===== src/rtl/uart_pkg.sv =====
// Shared definitions for the UART transmit path: FSM encoding and line constants.
package uart_pkg;

    // Transmit sequencer states
    typedef enum logic [2:0] {
        IDLE   = 3'd0,
        START  = 3'd1,
        DATA   = 3'd2,
        PARITY = 3'd3,
        STOP   = 3'd4
    } tx_state_t;

    // Level of the serial line when nothing is being sent
    localparam logic TX_IDLE_LEVEL = 1'b1;

    // System clocks per bit period; the external tx_baud_rate generator uses the same value
    localparam int CLKS_PER_BIT = 2604;

endpackage


===== src/rtl/uart_tx_ctrl.sv =====
// UART transmit sequencer: one-entry holding register, start/data/parity/stop
// framing, and gating of the external baud generator. All outputs are registered.
//
// Handshake: tx_data is captured into the holding register on a rising clk edge
// where tx_valid & tx_ready are both high. tx_ready mirrors "holding register
// empty" and is registered; tx_valid while tx_ready is low is ignored and the
// source must keep tx_valid/tx_data stable until the accepting edge.
module uart_tx_ctrl
    import uart_pkg::*;
#(
    parameter int DATA_BITS  = 8,
    parameter int PARITY_EN  = 0,
    parameter int PARITY_ODD = 0,
    parameter int STOP_BITS  = 1
) (
    input  logic                 clk,
    input  logic                 reset,
    input  logic [DATA_BITS-1:0] tx_data,
    input  logic                 tx_valid,
    output logic                 tx_ready,
    output logic                 baud_en,
    input  logic                 baud_tick,
    output logic                 tx,
    output logic                 tx_busy,
    output logic                 tx_done,
    output tx_state_t            state
);

    localparam int              BW        = (DATA_BITS > 1) ? $clog2(DATA_BITS) : 1;
    localparam logic [BW-1:0]   LAST_BIT  = BW'(DATA_BITS - 1);
    localparam logic            STOP_LAST = (STOP_BITS == 2) ? 1'b1 : 1'b0;
    localparam logic            PAR_ODD   = (PARITY_ODD != 0) ? 1'b1 : 1'b0;
    localparam logic            HAS_PAR   = (PARITY_EN != 0) ? 1'b1 : 1'b0;

    logic [DATA_BITS-1:0] hold;
    logic                 hold_valid;
    logic [DATA_BITS-1:0] shift;
    logic                 par_bit;
    logic [BW-1:0]        bit_cnt;
    logic                 stop_cnt;

    tx_state_t            state_n;
    logic [DATA_BITS-1:0] hold_n;
    logic                 hold_valid_n;
    logic [DATA_BITS-1:0] shift_n;
    logic                 par_n;
    logic [BW-1:0]        bit_cnt_n;
    logic                 stop_cnt_n;
    logic                 tx_done_n;
    logic                 line_lvl;
    logic                 load;
    logic                 accept;

    // tx_ready is exactly !hold_valid, so an accept and a load never coincide
    assign accept = tx_valid & tx_ready;

    // Next-state, holding register, shifter and line level for the current state
    always_comb begin
        state_n      = state;
        hold_n       = hold;
        hold_valid_n = hold_valid;
        shift_n      = shift;
        par_n        = par_bit;
        bit_cnt_n    = bit_cnt;
        stop_cnt_n   = stop_cnt;
        tx_done_n    = 1'b0;
        line_lvl     = TX_IDLE_LEVEL;
        load         = 1'b0;

        if (accept) begin
            hold_n       = tx_data;
            hold_valid_n = 1'b1;
        end

        case (state)
            IDLE: begin
                // Ticks are ignored here; only a held byte starts a frame
                if (hold_valid) begin
                    load = 1'b1;
                end
            end
            START: begin
                line_lvl = 1'b0;
                if (baud_tick) begin
                    state_n   = DATA;
                    bit_cnt_n = '0;
                end
            end
            DATA: begin
                line_lvl = shift[0];
                if (baud_tick) begin
                    shift_n   = shift >> 1;
                    bit_cnt_n = bit_cnt + BW'(1);
                    if (bit_cnt == LAST_BIT) begin
                        state_n    = HAS_PAR ? PARITY : STOP;
                        stop_cnt_n = 1'b0;
                    end
                end
            end
            PARITY: begin
                line_lvl = par_bit;
                if (baud_tick) begin
                    state_n    = STOP;
                    stop_cnt_n = 1'b0;
                end
            end
            STOP: begin
                line_lvl = 1'b1;
                if (baud_tick) begin
                    if (stop_cnt == STOP_LAST) begin
                        tx_done_n = 1'b1;
                        // A waiting byte goes straight into its start bit
                        if (hold_valid) begin
                            load = 1'b1;
                        end else begin
                            state_n = IDLE;
                        end
                    end else begin
                        stop_cnt_n = stop_cnt + 1'b1;
                    end
                end
            end
            default: begin
                state_n = IDLE;
            end
        endcase

        // Parity is taken from the byte as loaded, since the shifter destroys it
        if (load) begin
            shift_n      = hold;
            par_n        = (^hold) ^ PAR_ODD;
            hold_valid_n = 1'b0;
            state_n      = START;
        end
    end

    // State, datapath and registered outputs
    always_ff @(posedge clk) begin
        if (!reset) begin
            state      <= IDLE;
            hold       <= '0;
            hold_valid <= 1'b0;
            shift      <= '0;
            par_bit    <= 1'b0;
            bit_cnt    <= '0;
            stop_cnt   <= 1'b0;
            tx         <= TX_IDLE_LEVEL;
            baud_en    <= 1'b0;
            tx_ready   <= 1'b1;
            tx_busy    <= 1'b0;
            tx_done    <= 1'b0;
        end else begin
            state      <= state_n;
            hold       <= hold_n;
            hold_valid <= hold_valid_n;
            shift      <= shift_n;
            par_bit    <= par_n;
            bit_cnt    <= bit_cnt_n;
            stop_cnt   <= stop_cnt_n;
            tx         <= line_lvl;
            baud_en    <= (state_n != IDLE);
            tx_ready   <= !hold_valid_n;
            tx_busy    <= (state_n != IDLE) | hold_valid_n;
            tx_done    <= tx_done_n;
        end
    end

endmodule

===== config.mk =====
export PLATFORM = sky130hd
export DESIGN_NAME = uart_tx_ctrl
export DESIGN_NICKNAME = d
export VERILOG_FILES = /design/src/rtl/uart_pkg.sv /design/src/rtl/uart_tx_ctrl.sv
export SDC_FILE = /design/constraint.sdc
export NUM_CORES = 1
export LEC_CHECK = 0
export ABC_CLOCK_PERIOD_IN_PS = 1500
export BUFFER_PORTS_ARGS = -buffer_cell sky130_fd_sc_hd__buf_2
export CAP_MARGIN = 10
export CORE_MARGIN = 10
export CORE_UTILIZATION = 50
export DETAILED_ROUTE_END_ITERATION = 7
export PLACE_DENSITY = 0.74
export SYNTH_ARGS = -nofsm -noshare
export SYNTH_HDL_FRONTEND = slang
export SYNTH_SLANG_ARGS = --single-unit

===== constraint.sdc =====
create_clock -name clk -period 1.5 [get_ports clk]
set_input_delay 0.15 -clock clk [delete_from_list [all_inputs] [get_ports clk]]
set_output_delay 0.15 -clock clk [all_outputs]
set_load 0.01 [all_outputs]

**Word level (Yosys, flattened, before mapping)**

Cells that the tools add are included.

- Register bits after elaboration: 30
- Bits of input ports: 12
- Output and inout bits: 8
- Logic and storage cells: 67

- Add/sub/neg operators: 2
- Equality and inequality tests: 10
- Muxes and demuxes: 29
- Bitwise logic cells: 2
- Reduce and logical (&&, ||, !) cells: 12

Operators by type and width:

| cell | count |
|---|---|
| $mux 3 | 10 |
| $mux 8 | 3 |
| $pmux 3 s5 | 1 |
| $mux 1 | 11 |
| $ne 2x2->1 const B | 5 |
| $reduce_xor 8->1 | 1 |
| $eq 3x2->1 const B | 2 |
| $eq 3x3->1 const B | 2 |
| $pmux 1 s3 | 2 |
| $pmux 3 s2 | 1 |
| $reduce_and 3->1 | 2 |
| $reduce_bool 2->1 | 3 |
| $reduce_bool 3->1 | 2 |
| $reduce_and 5->1 | 1 |
| $add 3x1->3 const B | 1 |
| $eq 3x1->1 const B | 1 |
| $logic_not 3->1 | 1 |
| $pmux 1 s2 | 1 |
| $reduce_and 2->1 | 1 |
| $add 1x1->1 const B | 1 |
| $and 1x1->1 | 1 |
| $logic_not 1->1 | 1 |
| $or 1x1->1 | 1 |

**Depth between registers and ports, before layout**

- Word-level depth: 7
- Gate-level depth with buffers: 6
- Depth with buffers taken out: 6

**Worst setup path before layout**

OpenSTA, ideal clock, no wires.

- Kind: flip-flop to flip-flop
- Start: register state[2]
- End: register shift[2]
- Arrival time: 1.486 ns
- Data required time: 1.378 ns
- Slack: -0.107 ns
- Stages on the path, launching flop included: 6
- Path buffers: 1
- Path through: dfxtp_1 -> nand2b_2 -> and3_4 -> buf_6 -> mux2_4 -> o311a_1

- Word-level cells in the longest chain between the ends: 4
- Elaborated cells on any way between the ends: 8
- Classes of those cells: eq/ne (2); mux (2); reduce/logical (4)

RTL lines:

| item | RTL line | RTL |
|---|---|---|
| start: declaration | uart_tx_ctrl.sv:26 | `output tx_state_t state` |
| start signal: assignment | uart_tx_ctrl.sv:153 | `state <= state_n;` |
| $eq 3x3->1 / $logic_not 3->1 (equally long branches) | uart_tx_ctrl.sv:75 | `case (state)` |
| $pmux 1 s2 | uart_tx_ctrl.sv:75 |  |
| $reduce_bool 2->1 (no line) | - |  |
| $reduce_and 2->1 (no line) | - |  |
| end signal: assignment | uart_tx_ctrl.sv:156 | `shift <= shift_n;` |
| end: declaration | uart_tx_ctrl.sv:37 | `logic [DATA_BITS-1:0] shift;` |

Several ways; a longest one is shown, not always the timed one.
A chain may end at the register's enable or synchronous reset.

**Final worst setup path**

- Start: register bit_cnt[0]
- End: register bit_cnt[2]

- Word-level cells in the longest chain between the ends: 3

RTL lines:

| item | RTL line | RTL |
|---|---|---|
| start: declaration | uart_tx_ctrl.sv:39 | `logic [BW-1:0] bit_cnt;` |
| start signal: assignment | uart_tx_ctrl.sv:158 | `bit_cnt <= bit_cnt_n;` |
| $add 3x1->3 | uart_tx_ctrl.sv:93 | `bit_cnt_n = bit_cnt + BW'(1);` |
| $mux 3 | uart_tx_ctrl.sv:91 | `if (baud_tick) begin` |
| $pmux 3 s2 | uart_tx_ctrl.sv:75 |  |

Every way passes these cells. The select of a mux whose other input is x is not followed.

==> flow_metrics.py <==
metrics = {
    "outcome": {
        "outcome": "finished clean",
    },
    "synthesis": {
        "syn-cell-area_sq_mm": 0.00137,
        "syn_nets": 156,
        "syn_area_per_cell_sq_um": 9.67,
        "ys_top_cells_by_count": "29 x dfxtp_1, 21 x nand2_1, 10 x a21boi_0",
        "yosysSeqAreaShare_pct": 42.3,
        "yosysUniqueCellTypes": 38,
        "yosys-top-cells-area": "dfxtp_1 42%, nand2_1 5.7%, a21boi_0 5.5%",
        "synth_ff_type": "dfxtp_1",
        "ys_async_sr_fraction_pct": 0,
        "synth_warnings": 0,
        "syn_inst": 142,
        "synth_top_area_share_pct": 42.3,
        "synth_seq_cells": 29,
        "synth_top_area_cell": "dfxtp_1",
        "synth-edff-count": 0,
        "synth.most_common_cell": "dfxtp_1",
    },
    "clock_tree": {
        "cts_tree": "built",
        "clock-sinks": 29,
        "ctsHoldBuffers": 0,
        "cts_root_buf": "clkbuf_4",
        "htree_levels": 2,
        "clock_latency_ns": 0.34,
        "clk_pin_slew_ns": 0.09,
        "cts_buffers": 5,
        "cts_buffer_depth": 2,
    },
    "drt": {
        "via_per_inst": 5.57,
        "wl_mm": 2.93,
        "vias": 1109,
        "first_pass_iters": 4,
        "wl_per_cell_um": 14.7,
        "drt_iter0_markers": 72,
        "drc": 0,
        "ant_nets": 0,
    },
    "sta": {
        "fin_setup_tns_ns": 0,
        "maxSlewViolCount": 0,
        "hold_violations": 0,
        "skew_ns": 0.0111,
        "holdWs_ns": 0.0517,
        "layout_min_cycle_time_ns": 1.45,
        "finalSetupViolCount": 0,
        "finalCritPeriodShare_pct": 97.0,
        "slew-limit-headroom_pct": 76.8,
        "rsz0062_at_grt": "false",
        "worst_pin_slew_ns": 0.345,
        "setup_slack_ns": 0.0457,
        "fmax_mhz": 688,
    },
    "critical_path": {
        "end_kind": "flop",
        "r2r_setup_slack_ns": 0.05,
        "worstRegToRegCells": 6,
        "timing.rr.end": "bit_cnt[2]",
        "rr_startpoint": "bit_cnt[0]",
        "startpoint_type": "flop",
        "critical_path_peak_fanout": 4,
        "crit_type": "reg -> reg",
        "critPathRequiredTime_ns": 1.73,
        "cp.arrival_ns": 1.69,
    },
    "place": {
        "dp_cells": 188,
        "dp_slack_ns": -0.0416,
        "placed_cell_area_sq_mm": 0.00153,
        "port_buffers": 19,
        "place_congestion": 0.780,
        "hpwl_mm": 2.08,
    },
    "final_layout": {
        "multi_input_comb_area_sq_um": 766,
        "area_growth_pct": 20.5,
        "antennaDiodeCount": 0,
        "drive_above_1_share_pct": 32.5,
        "finish.instance_area_sq_mm": 0.00166,
        "seqCellArea_sq_um": 588,
        "fin_cells": 199,
        "nets": 182,
        "fill_cells": 214,
    },
    "die": {
        "die_height_um": 72.4,
        "die_area_sq_mm": 0.00524,
        "fp-row-count": 18,
        "die_x_um": 72.4,
        "io_pins": 20,
        "core_sq_mm": 0.00254,
        "initial_core_util_pct": 54.0,
    },
    "pwr": {
        "ir_drop_uv": 846,
        "pwr_density_cell_mw_per_mm2": 1200,
        "p_leak_nw": 0.703,
    },
    "hold_path": {
        "worstHoldPathType": "in -> reg",
        "whs_endpoint": "hold[1]",
        "min-delay-start": "tx_data[1]",
        "hold_depth": 3,
    },
    "global_routing": {
        "overflow": 0,
        "grt_max_degree": 30,
        "grt_pass1_vias": 1116,
        "grt_pass1_wl_mm": 5.03,
        "antenna_found_initial": 0,
        "grt_usage_pct": 11.9,
    },
    "run": {
        "cap_violations": 0,
    },
}
==> stage by stage <==
| stage | power (mW) | utilization, % |
|---|---|---|
| detailed placement | 1.31 | 60.3 |
| global route | 2.09 | 65.0 |
| CTS | 2.00 | 64.4 |
| global placement | 1.29 | 60.3 |
| floorplan | 1.20 | - |
| finish | 1.99 | 65.0 |
==> state kept, by name (all words and copies together), names as in the netlist <==
register / cells
par_bit: 1
tx_ready: 1
shift: 8
bit_cnt: 3
hold: 8
baud_en: 1
state: 3
tx_done: 1
hold_valid: 1
tx: 1
tx_busy: 1
==> per-layer routing <==
metal	GRT usage [%]	part of all wire [%]	up-vias	routed length, um
met1	13.8	48	522	1400
met4	5.27	1.8	0	53
met2	18.1	45	19	1320
met3	5.99	5.4	6	159
li1	-	-	562	-
met5	0	0	-	0
==> cell usage in the layout (no fill, tap or decap), drive strengths merged, types with 4 or more instances in the layout <==
cell type / count
o21bai: 7
xnor2: 7
buf: 28
o311a: 7
clkbuf: 7
a21boi: 10
nor2b: 5
dfxtp: 29
mux2: 7
o21ai: 5
nand2: 21
a21oi: 4
==> worst max-delay path by stage <==
stage,startpoint,to,depth (start not counted)
global placement,state[0],shift[0],4
detailed placement,state[0],shift[0],4
finish,bit_cnt[0],bit_cnt[2],6
CTS,state[0],shift[0],4
floorplan,state[0],shift[2],5
global route,state[2],shift[0],4
==> report_power, final <==
part / total (mW) / switching [mW] / internal [mW] / leakage [nW]
Clock: 0.668 / 0.271 / 0.398 / 0.0455
Combinational: 0.427 / 0.200 / 0.227 / 0.418
Sequential: 0.891 / 0.0500 / 0.841 / 0.240
Total: 1.99 / 0.521 / 1.47 / 0.703
==> cell families after synthesis <==
group / Yosys count / share of synthesized area (%)
AND/OR/NAND/NOR: 44 / 17.2
multiplexers: 7 / 7.10
adder cells (fa/ha/maj): 2 / 1.82
XOR/XNOR: 7 / 4.46
buffers and inverters: 11 / 3.64
flip-flops: 29 / 42.3
AO/OA/AOI/OAI: 42 / 23.5
==> critical path: stages (launching register included) <==
cell,delay [ns]
dfxtp_2,0.34
ha_1,0.19
ha_1,0.26
nor2b_1,0.13
a22o_1,0.20
a22oi_1,0.17
nor2b_1,0.06
==> layout make-up <==
cell class              count  area share [%]
inverters                   1           0.227
clock inverters             1            1.81
well taps                  30            2.27
flip-flops and latches     29            35.5
clock buffers               7            3.33
repair buffers             28            10.6
multi-input cells         103            46.3
==> what timing repair did <==
action | 4_1_cts | 5_1_grt
gates cloned | 1 | 0
gates resized for setup | 1 | 3
pin swaps | 1 | 2
buffers inserted | 1 | 1
setup endpoints to repair | 7 | 9
No activity file was read; power rests on OpenSTA's default activity.
